==> src/rtl/ysyx_22050019_axi_pkg.sv <==
// Shared definitions for the AXI4-lite round-robin arbiter.
//   RESP_*      : AXI response codes
//   rd_state_e  : read FSM encoding  (IDLE -> AR -> R -> IDLE)
//   wr_state_e  : write FSM encoding (IDLE -> AW_W -> B -> IDLE)
package ysyx_22050019_axi_pkg;

  localparam logic [1:0] RESP_OKAY   = 2'b00;
  localparam logic [1:0] RESP_SLVERR = 2'b10;

  localparam int CNT_W = 32;

  typedef enum logic [1:0] {
    RD_IDLE = 2'd0,
    RD_AR   = 2'd1,
    RD_R    = 2'd2
  } rd_state_e;

  typedef enum logic [1:0] {
    WR_IDLE = 2'd0,
    WR_AW_W = 2'd1,
    WR_B    = 2'd2
  } wr_state_e;

endpackage

==> src/rtl/ysyx_22050019_rr_sel.sv <==
// Combinational round-robin picker.
//   req     : per-master request vector
//   ptr     : highest-priority master index this round
//   gnt     : first requester at or after ptr, modulo NUM_M
//   any_req : at least one request present
module ysyx_22050019_rr_sel #(
  parameter int NUM_M = 2,
  parameter int IW    = (NUM_M > 1) ? $clog2(NUM_M) : 1
) (
  input  logic [NUM_M-1:0] req,
  input  logic [IW-1:0]    ptr,
  output logic [IW-1:0]    gnt,
  output logic             any_req
);

  always_comb begin
    logic [IW-1:0] idx;
    logic          found;
    gnt   = '0;
    found = 1'b0;
    idx   = ptr;
    // Walk NUM_M slots starting at ptr; the first hit wins.
    for (int i = 0; i < NUM_M; i++) begin
      if (!found && req[idx]) begin
        gnt   = idx;
        found = 1'b1;
      end
      idx = (idx == IW'(NUM_M - 1)) ? '0 : idx + IW'(1);
    end
    any_req = |req;
  end

endmodule

==> src/rtl/ysyx_22050019_axi_rr_arbiter.sv <==
// N-master to 1-slave AXI4-lite arbiter, single-beat transfers.
// Read and write channels each run their own FSM with round-robin grant.
// Ports:
//   clk, rst          : clock, async active-high reset
//   s_ar/r/aw/w/b_*   : per-master slave-side channels (vectors / flattened buses)
//   m_ar/r/aw/w/b_*   : single master-side channels toward the memory slave
//   grant_cnt_o       : per-master completion counters, only with ARB_PERF_CNT_EN
// Optional feature macro: ARB_PERF_CNT_EN
module ysyx_22050019_axi_rr_arbiter
  import ysyx_22050019_axi_pkg::*;
#(
  parameter int NUM_M = 2,
  parameter int AW    = 64,
  parameter int DW    = 64
) (
  input  logic                    clk,
  input  logic                    rst,
  input  logic [NUM_M-1:0]        s_ar_valid_i,
  input  logic [NUM_M*AW-1:0]     s_ar_addr_i,
  output logic [NUM_M-1:0]        s_ar_ready_o,
  input  logic [NUM_M-1:0]        s_r_ready_i,
  output logic [NUM_M-1:0]        s_r_valid_o,
  output logic [1:0]              s_r_resp_o,
  output logic [DW-1:0]           s_r_data_o,
  input  logic [NUM_M-1:0]        s_aw_valid_i,
  input  logic [NUM_M*AW-1:0]     s_aw_addr_i,
  output logic [NUM_M-1:0]        s_aw_ready_o,
  input  logic [NUM_M-1:0]        s_w_valid_i,
  input  logic [NUM_M*DW-1:0]     s_w_data_i,
  input  logic [NUM_M*DW/8-1:0]   s_w_strb_i,
  output logic [NUM_M-1:0]        s_w_ready_o,
  input  logic [NUM_M-1:0]        s_b_ready_i,
  output logic [NUM_M-1:0]        s_b_valid_o,
  output logic [1:0]              s_b_resp_o,
  output logic                    m_ar_valid_o,
  output logic [AW-1:0]           m_ar_addr_o,
  input  logic                    m_ar_ready_i,
  input  logic                    m_r_valid_i,
  output logic                    m_r_ready_o,
  input  logic [1:0]              m_r_resp_i,
  input  logic [DW-1:0]           m_r_data_i,
  output logic                    m_aw_valid_o,
  output logic [AW-1:0]           m_aw_addr_o,
  input  logic                    m_aw_ready_i,
  output logic                    m_w_valid_o,
  output logic [DW-1:0]           m_w_data_o,
  output logic [DW/8-1:0]         m_w_strb_o,
  input  logic                    m_w_ready_i,
  input  logic                    m_b_valid_i,
  output logic                    m_b_ready_o,
  input  logic [1:0]              m_b_resp_i
`ifdef ARB_PERF_CNT_EN
  ,
  output logic [NUM_M*CNT_W-1:0]  grant_cnt_o
`endif
);

  localparam int IW = (NUM_M > 1) ? $clog2(NUM_M) : 1;
  localparam int SW = DW / 8;

  function automatic logic [IW-1:0] nxt(input logic [IW-1:0] g);
    return (g == IW'(NUM_M - 1)) ? '0 : g + IW'(1);
  endfunction

  // ---------------- read channel ----------------
  rd_state_e     rd_st;
  logic [IW-1:0] rd_g, rd_ptr, rd_pick;
  logic          rd_any, r_hs;

  ysyx_22050019_rr_sel #(.NUM_M(NUM_M), .IW(IW)) u_rd_sel (
    .req(s_ar_valid_i), .ptr(rd_ptr), .gnt(rd_pick), .any_req(rd_any)
  );

  assign r_hs = (rd_st == RD_R) && m_r_valid_i && s_r_ready_i[rd_g];

  always_ff @(posedge clk or posedge rst) begin
    if (rst) begin
      rd_st  <= RD_IDLE;
      rd_g   <= '0;
      rd_ptr <= '0;
    end else begin
      case (rd_st)
        RD_IDLE: if (rd_any) begin
          rd_g  <= rd_pick;
          rd_st <= RD_AR;
        end
        RD_AR: if (m_ar_ready_i) rd_st <= RD_R;
        RD_R: if (r_hs) begin
          rd_ptr <= nxt(rd_g);
          rd_st  <= RD_IDLE;
        end
        default: rd_st <= RD_IDLE;
      endcase
    end
  end

  // Only the granted master is connected; everything else reads as 0.
  always_comb begin
    m_ar_valid_o = 1'b0;
    m_ar_addr_o  = '0;
    s_ar_ready_o = '0;
    s_r_valid_o  = '0;
    s_r_resp_o   = '0;
    s_r_data_o   = '0;
    m_r_ready_o  = 1'b0;
    case (rd_st)
      RD_AR: begin
        m_ar_valid_o       = 1'b1;
        m_ar_addr_o        = s_ar_addr_i[rd_g*AW +: AW];
        s_ar_ready_o[rd_g] = m_ar_ready_i;
      end
      RD_R: begin
        s_r_valid_o[rd_g] = m_r_valid_i;
        s_r_resp_o        = m_r_resp_i;
        s_r_data_o        = m_r_data_i;
        m_r_ready_o       = s_r_ready_i[rd_g];
      end
      default: ;
    endcase
  end

  // ---------------- write channel ----------------
  wr_state_e     wr_st;
  logic [IW-1:0] wr_g, wr_ptr, wr_pick;
  logic          wr_any, aw_done, w_done, aw_hs, w_hs, b_hs;

  ysyx_22050019_rr_sel #(.NUM_M(NUM_M), .IW(IW)) u_wr_sel (
    .req(s_aw_valid_i | s_w_valid_i), .ptr(wr_ptr), .gnt(wr_pick), .any_req(wr_any)
  );

  assign aw_hs = m_aw_valid_o && m_aw_ready_i;
  assign w_hs  = m_w_valid_o && m_w_ready_i;
  assign b_hs  = (wr_st == WR_B) && m_b_valid_i && s_b_ready_i[wr_g];

  always_ff @(posedge clk or posedge rst) begin
    if (rst) begin
      wr_st   <= WR_IDLE;
      wr_g    <= '0;
      wr_ptr  <= '0;
      aw_done <= 1'b0;
      w_done  <= 1'b0;
    end else begin
      case (wr_st)
        WR_IDLE: if (wr_any) begin
          wr_g  <= wr_pick;
          wr_st <= WR_AW_W;
        end
        WR_AW_W: begin
          if (aw_hs) aw_done <= 1'b1;
          if (w_hs)  w_done  <= 1'b1;
          // Either order, including both in the same cycle.
          if ((aw_done || aw_hs) && (w_done || w_hs)) wr_st <= WR_B;
        end
        WR_B: if (b_hs) begin
          wr_ptr  <= nxt(wr_g);
          aw_done <= 1'b0;
          w_done  <= 1'b0;
          wr_st   <= WR_IDLE;
        end
        default: wr_st <= WR_IDLE;
      endcase
    end
  end

  always_comb begin
    m_aw_valid_o = 1'b0;
    m_aw_addr_o  = '0;
    s_aw_ready_o = '0;
    m_w_valid_o  = 1'b0;
    m_w_data_o   = '0;
    m_w_strb_o   = '0;
    s_w_ready_o  = '0;
    s_b_valid_o  = '0;
    s_b_resp_o   = '0;
    m_b_ready_o  = 1'b0;
    case (wr_st)
      WR_AW_W: begin
        // Each half stops forwarding once its own handshake is done.
        m_aw_valid_o       = s_aw_valid_i[wr_g] && !aw_done;
        m_aw_addr_o        = s_aw_addr_i[wr_g*AW +: AW];
        s_aw_ready_o[wr_g] = m_aw_ready_i && !aw_done;
        m_w_valid_o        = s_w_valid_i[wr_g] && !w_done;
        m_w_data_o         = s_w_data_i[wr_g*DW +: DW];
        m_w_strb_o         = s_w_strb_i[wr_g*SW +: SW];
        s_w_ready_o[wr_g]  = m_w_ready_i && !w_done;
      end
      WR_B: begin
        s_b_valid_o[wr_g] = m_b_valid_i;
        s_b_resp_o        = m_b_resp_i;
        m_b_ready_o       = s_b_ready_i[wr_g];
      end
      default: ;
    endcase
  end

`ifdef ARB_PERF_CNT_EN
  logic [NUM_M-1:0][CNT_W-1:0] cnt;

  for (genvar k = 0; k < NUM_M; k++) begin : g_cnt
    always_ff @(posedge clk or posedge rst) begin
      if (rst) cnt[k] <= '0;
      else     cnt[k] <= cnt[k] + CNT_W'(r_hs && (rd_g == IW'(k)))
                                + CNT_W'(b_hs && (wr_g == IW'(k)));
    end
  end

  assign grant_cnt_o = cnt;
`endif

endmodule
==> config.mk <==
export PLATFORM = sky130hd
export DESIGN_NAME = ysyx_22050019_axi_rr_arbiter
export DESIGN_NICKNAME = d
export VERILOG_FILES = /design/src/rtl/ysyx_22050019_axi_pkg.sv /design/src/rtl/ysyx_22050019_rr_sel.sv /design/src/rtl/ysyx_22050019_axi_rr_arbiter.sv
export SDC_FILE = /design/constraint.sdc
export NUM_CORES = 1
export LEC_CHECK = 0
export CAP_MARGIN = 25
export CORE_AREA = 2 2 299 301
export CTS_CLUSTER_SIZE = 16
export DETAILED_ROUTE_END_ITERATION = 6
export DIE_AREA = 0 0 301 303
export PLACE_DENSITY = 0.38
export SLEW_MARGIN = 10
export SYNTH_ARGS = -nofsm -noshare
export SYNTH_HDL_FRONTEND = slang
export SYNTH_HIERARCHICAL = 1
export SYNTH_SLANG_ARGS = --single-unit
==> constraint.sdc <==
create_clock -name clk -period 3.2 [get_ports clk]
set_clock_uncertainty 0.05 [all_clocks]
set_input_delay 0.64 -clock clk [delete_from_list [all_inputs] [get_ports clk]]
set_output_delay 0.64 -clock clk [all_outputs]
set_load 0.02 [all_outputs]
==> impl_metrics.tcl <==
set metrics [dict create \
    status "finished, final reports clean" \
    overflow 0 \
    syn_inst 595 \
    setup_viol 0 \
    die_x_um 301 \
    rsz0062_at_grt "false" \
    fillers 9963 \
    max_fo_critical_path 1 \
    yosysSeqAreaShare_pct 6.040 \
    synthDominantCellAreaShare_pct 48.81 \
    detailed_place_hpwl_um 40890 \
    cts.htree.levels 1 \
    core_area_um2 87970 \
    clock_tree.root_cell "sky130_fd_sc_hd__clkbuf_16" \
    tritoncts "done" \
    worst_path_required_time_ps 2510 \
    yosysWarnings 6 \
    syn_nets 1080 \
    placementRows 109 \
    wire_per_inst_um 17.77 \
    slew_headroom_pct 60.52 \
    min_period_over_period_pct 92.26 \
    die-height_um 303 \
    final_max_slew_viol_count 0 \
    power.ir.vdd_worst_mv 0.3276 \
    multi_input_comb_area_um2 3573 \
    synth_edf_count 0 \
    worst-slew-pin-transition_ps 584.0 \
    drive_above_1_share_pct 5.189 \
    max_clock_freq_ghz 0.3387 \
    criticalPathCategory "input port to primary output" \
    route.detailed.vias_per_inst 2.889 \
    gpl.final_weighted_congestion 0.8041 \
    cts_repair_resize_count 0 \
    clock_latency_at_the_later_pin_of_the_worst_skew_pair_ps 240 \
    first_global_vias 7561 \
    antenna_left 0 \
    yosysMostFrequentCell "sky130_fd_sc_hd__nor2_1" \
    arrival_ps 2260 \
    drt-total-wl_um 44670 \
    placed_cells 2510 \
    hold_path_class "flop to flop" \
    worst_setup_path_start_kind "input port" \
    pin_count_of_the_biggest_net_entering_global_routing 64 \
    timing_hold_violations_final 0 \
    clock-sinks 10 \
    synthArstFlopShare_pct 100.0 \
    synth_top_cells_by_area "sky130_fd_sc_hd__mux2i_1 49%, sky130_fd_sc_hd__nor2_1 19%, sky130_fd_sc_hd__and2_1 10%" \
    hold_buf_count_cts 0 \
    yosysUniqueCellTypes 29 \
    vias 7262 \
    power_density_nw_per_um2 662.4 \
    final_period_minus_worst_setup_slack_ps 2952 \
    drt_drc_violations_left 0 \
    dieArea_um2 91200 \
    detailedRoute.firstIterationViolations 346 \
    ioPinCount 768 \
    cellLeakagePower_uw 0.004975 \
    critPathCaptureType "primary output" \
    postCtsSetupBuffers 0 \
    synth-main-ff-cell "sky130_fd_sc_hd__dfrtp_1" \
    antenna_found_initial 8 \
    global_route_wire_length_before_repair_um 57520 \
    final-instance-count-excl-fill 2514 \
    buffer_ports.inserted 767 \
    cts_buffers 3 \
    layout.area.seq_um2 257.7 \
    ff_latch_count_synth 10 \
    synthesis.area_per_instance_um2 6.963 \
    synth_common_cells "210 x sky130_fd_sc_hd__nor2_1, 202 x sky130_fd_sc_hd__mux2i_1, 68 x sky130_fd_sc_hd__and2_1" \
    start_util_pct 4.709 \
    antennaDiodeCount 0 \
    track_usage_pct 8.894 \
    tns_ps 0 \
    timing.max_cap.violations 0 \
    ctsLongestPathBuffers 2 \
    synthesis.area_um2 4143 \
    cts.reportedPaths.clkPinSlew_ps 40 \
    area_delta_synth_final_pct 225.4 \
    drt_first_pass_iters 7 \
    nets 1835 \
    synth.largest_area_cell "sky130_fd_sc_hd__mux2i_1" \
]
-- state kept, by name, summed over array words and instances, names as in the netlist --
name,count
wr_ptr,1
rd_ptr,1
rd_g,1
wr_g,1
wr_st,2
aw_done,1
w_done,1
rd_st,2
-- layer usage --
metal | global-route usage (%) | vias up | wire length, µm
li1 | - | 3494 | -
met1 | 10.06 | 3284 | 17130
met4 | 0.8410 | 6 | 299
met5 | 0 | - | 41
met2 | 16.32 | 455 | 22400
met3 | 3.358 | 23 | 4796
-- logic make-up after synthesis --
family	share of synthesized area, %
mux	49.89
buf+inv	7.974
simple gates	33.71
flops	6.040
compound gates	2.386
-- worst paths after layout --
path / startpoint / end / slack [ps] / depth (start not counted)
worst max-delay path: s_w_strb_i[15] / m_w_strb_o[7] / 250 / 6
worst min-delay path: rd_st[1] / rd_st[0] / 440 / 1
worst max register to register: wr_g / wr_st[0] / 1540 / 4
worst min register to register: rd_st[1] / rd_st[0] / 440 / 1
max in group asynchronous: rst / rd_g / 2020 / 2
min in group asynchronous: rst / aw_done / 680 / 2
-- critical path, cell delays in order --
cell	delay (ps)
sky130_fd_sc_hd__clkdlybuf4s50_1	400
sky130_fd_sc_hd__mux2i_1	300
sky130_fd_sc_hd__buf_4	180
sky130_fd_sc_hd__nor2_1	30
sky130_fd_sc_hd__buf_4	140
sky130_fd_sc_hd__clkdlybuf4s50_1	570
-- power breakdown --
part           internal, µW  total (µW)  leakage, µW  switching [µW]
registers               195         320     0.000118             125
logic                  3930        8350      0.00481            4420
clock network           189         261    0.0000442            72.0
total                  4320        8930      0.00497            4610
-- metrics by stage --
| step | hold WS (ps) | total power, µW | setup WS, ps | cell area, µm² | util [%] |
|---|---|---|---|---|---|
| finish | 442.2 | 8931 | 247.7 | 13480 | 15.33 |
| CTS | 445.6 | 9195 | 91.34 | 13480 | 15.33 |
| global route | 485.6 | 9560 | 124.7 | 13480 | 15.33 |
| floorplan | 398.8 | 4513 | 913.5 | 4143 | - |
| global placement | 427.8 | 8894 | 89.59 | 13390 | 15.23 |
| detailed placement | 433.9 | 8893 | 91.62 | 13390 | 15.23 |
-- area by class of cell --
| type | instances | share of cell area (%) |
|---|---|---|
| Multi-Input combinational cell | 526 | 26.51 |
| Timing Repair Buffer | 804 | 59.97 |
| Tap cell | 1165 | 10.81 |
| Sequential cell | 10 | 1.912 |
| Clock buffer | 4 | 0.6589 |
| Inverter | 5 | 0.1392 |
-- cells in the final DEF, fill, tap and decap left out, types with 3 or more instances in the layout --
cell type	instances
sky130_fd_sc_hd__and2_1	68
sky130_fd_sc_hd__and3_1	3
sky130_fd_sc_hd__buf_12	14
sky130_fd_sc_hd__buf_4	41
sky130_fd_sc_hd__clkbuf_16	3
sky130_fd_sc_hd__clkdlybuf4s50_1	749
sky130_fd_sc_hd__dfrtp_1	8
sky130_fd_sc_hd__inv_1	5
sky130_fd_sc_hd__mux2_2	4
sky130_fd_sc_hd__mux2i_1	202
sky130_fd_sc_hd__nand2_1	4
sky130_fd_sc_hd__nand2b_1	4
sky130_fd_sc_hd__nor2_1	210
sky130_fd_sc_hd__nor2b_1	3
sky130_fd_sc_hd__o31ai_1	3
No activity file was read; power rests on OpenSTA's default activity.
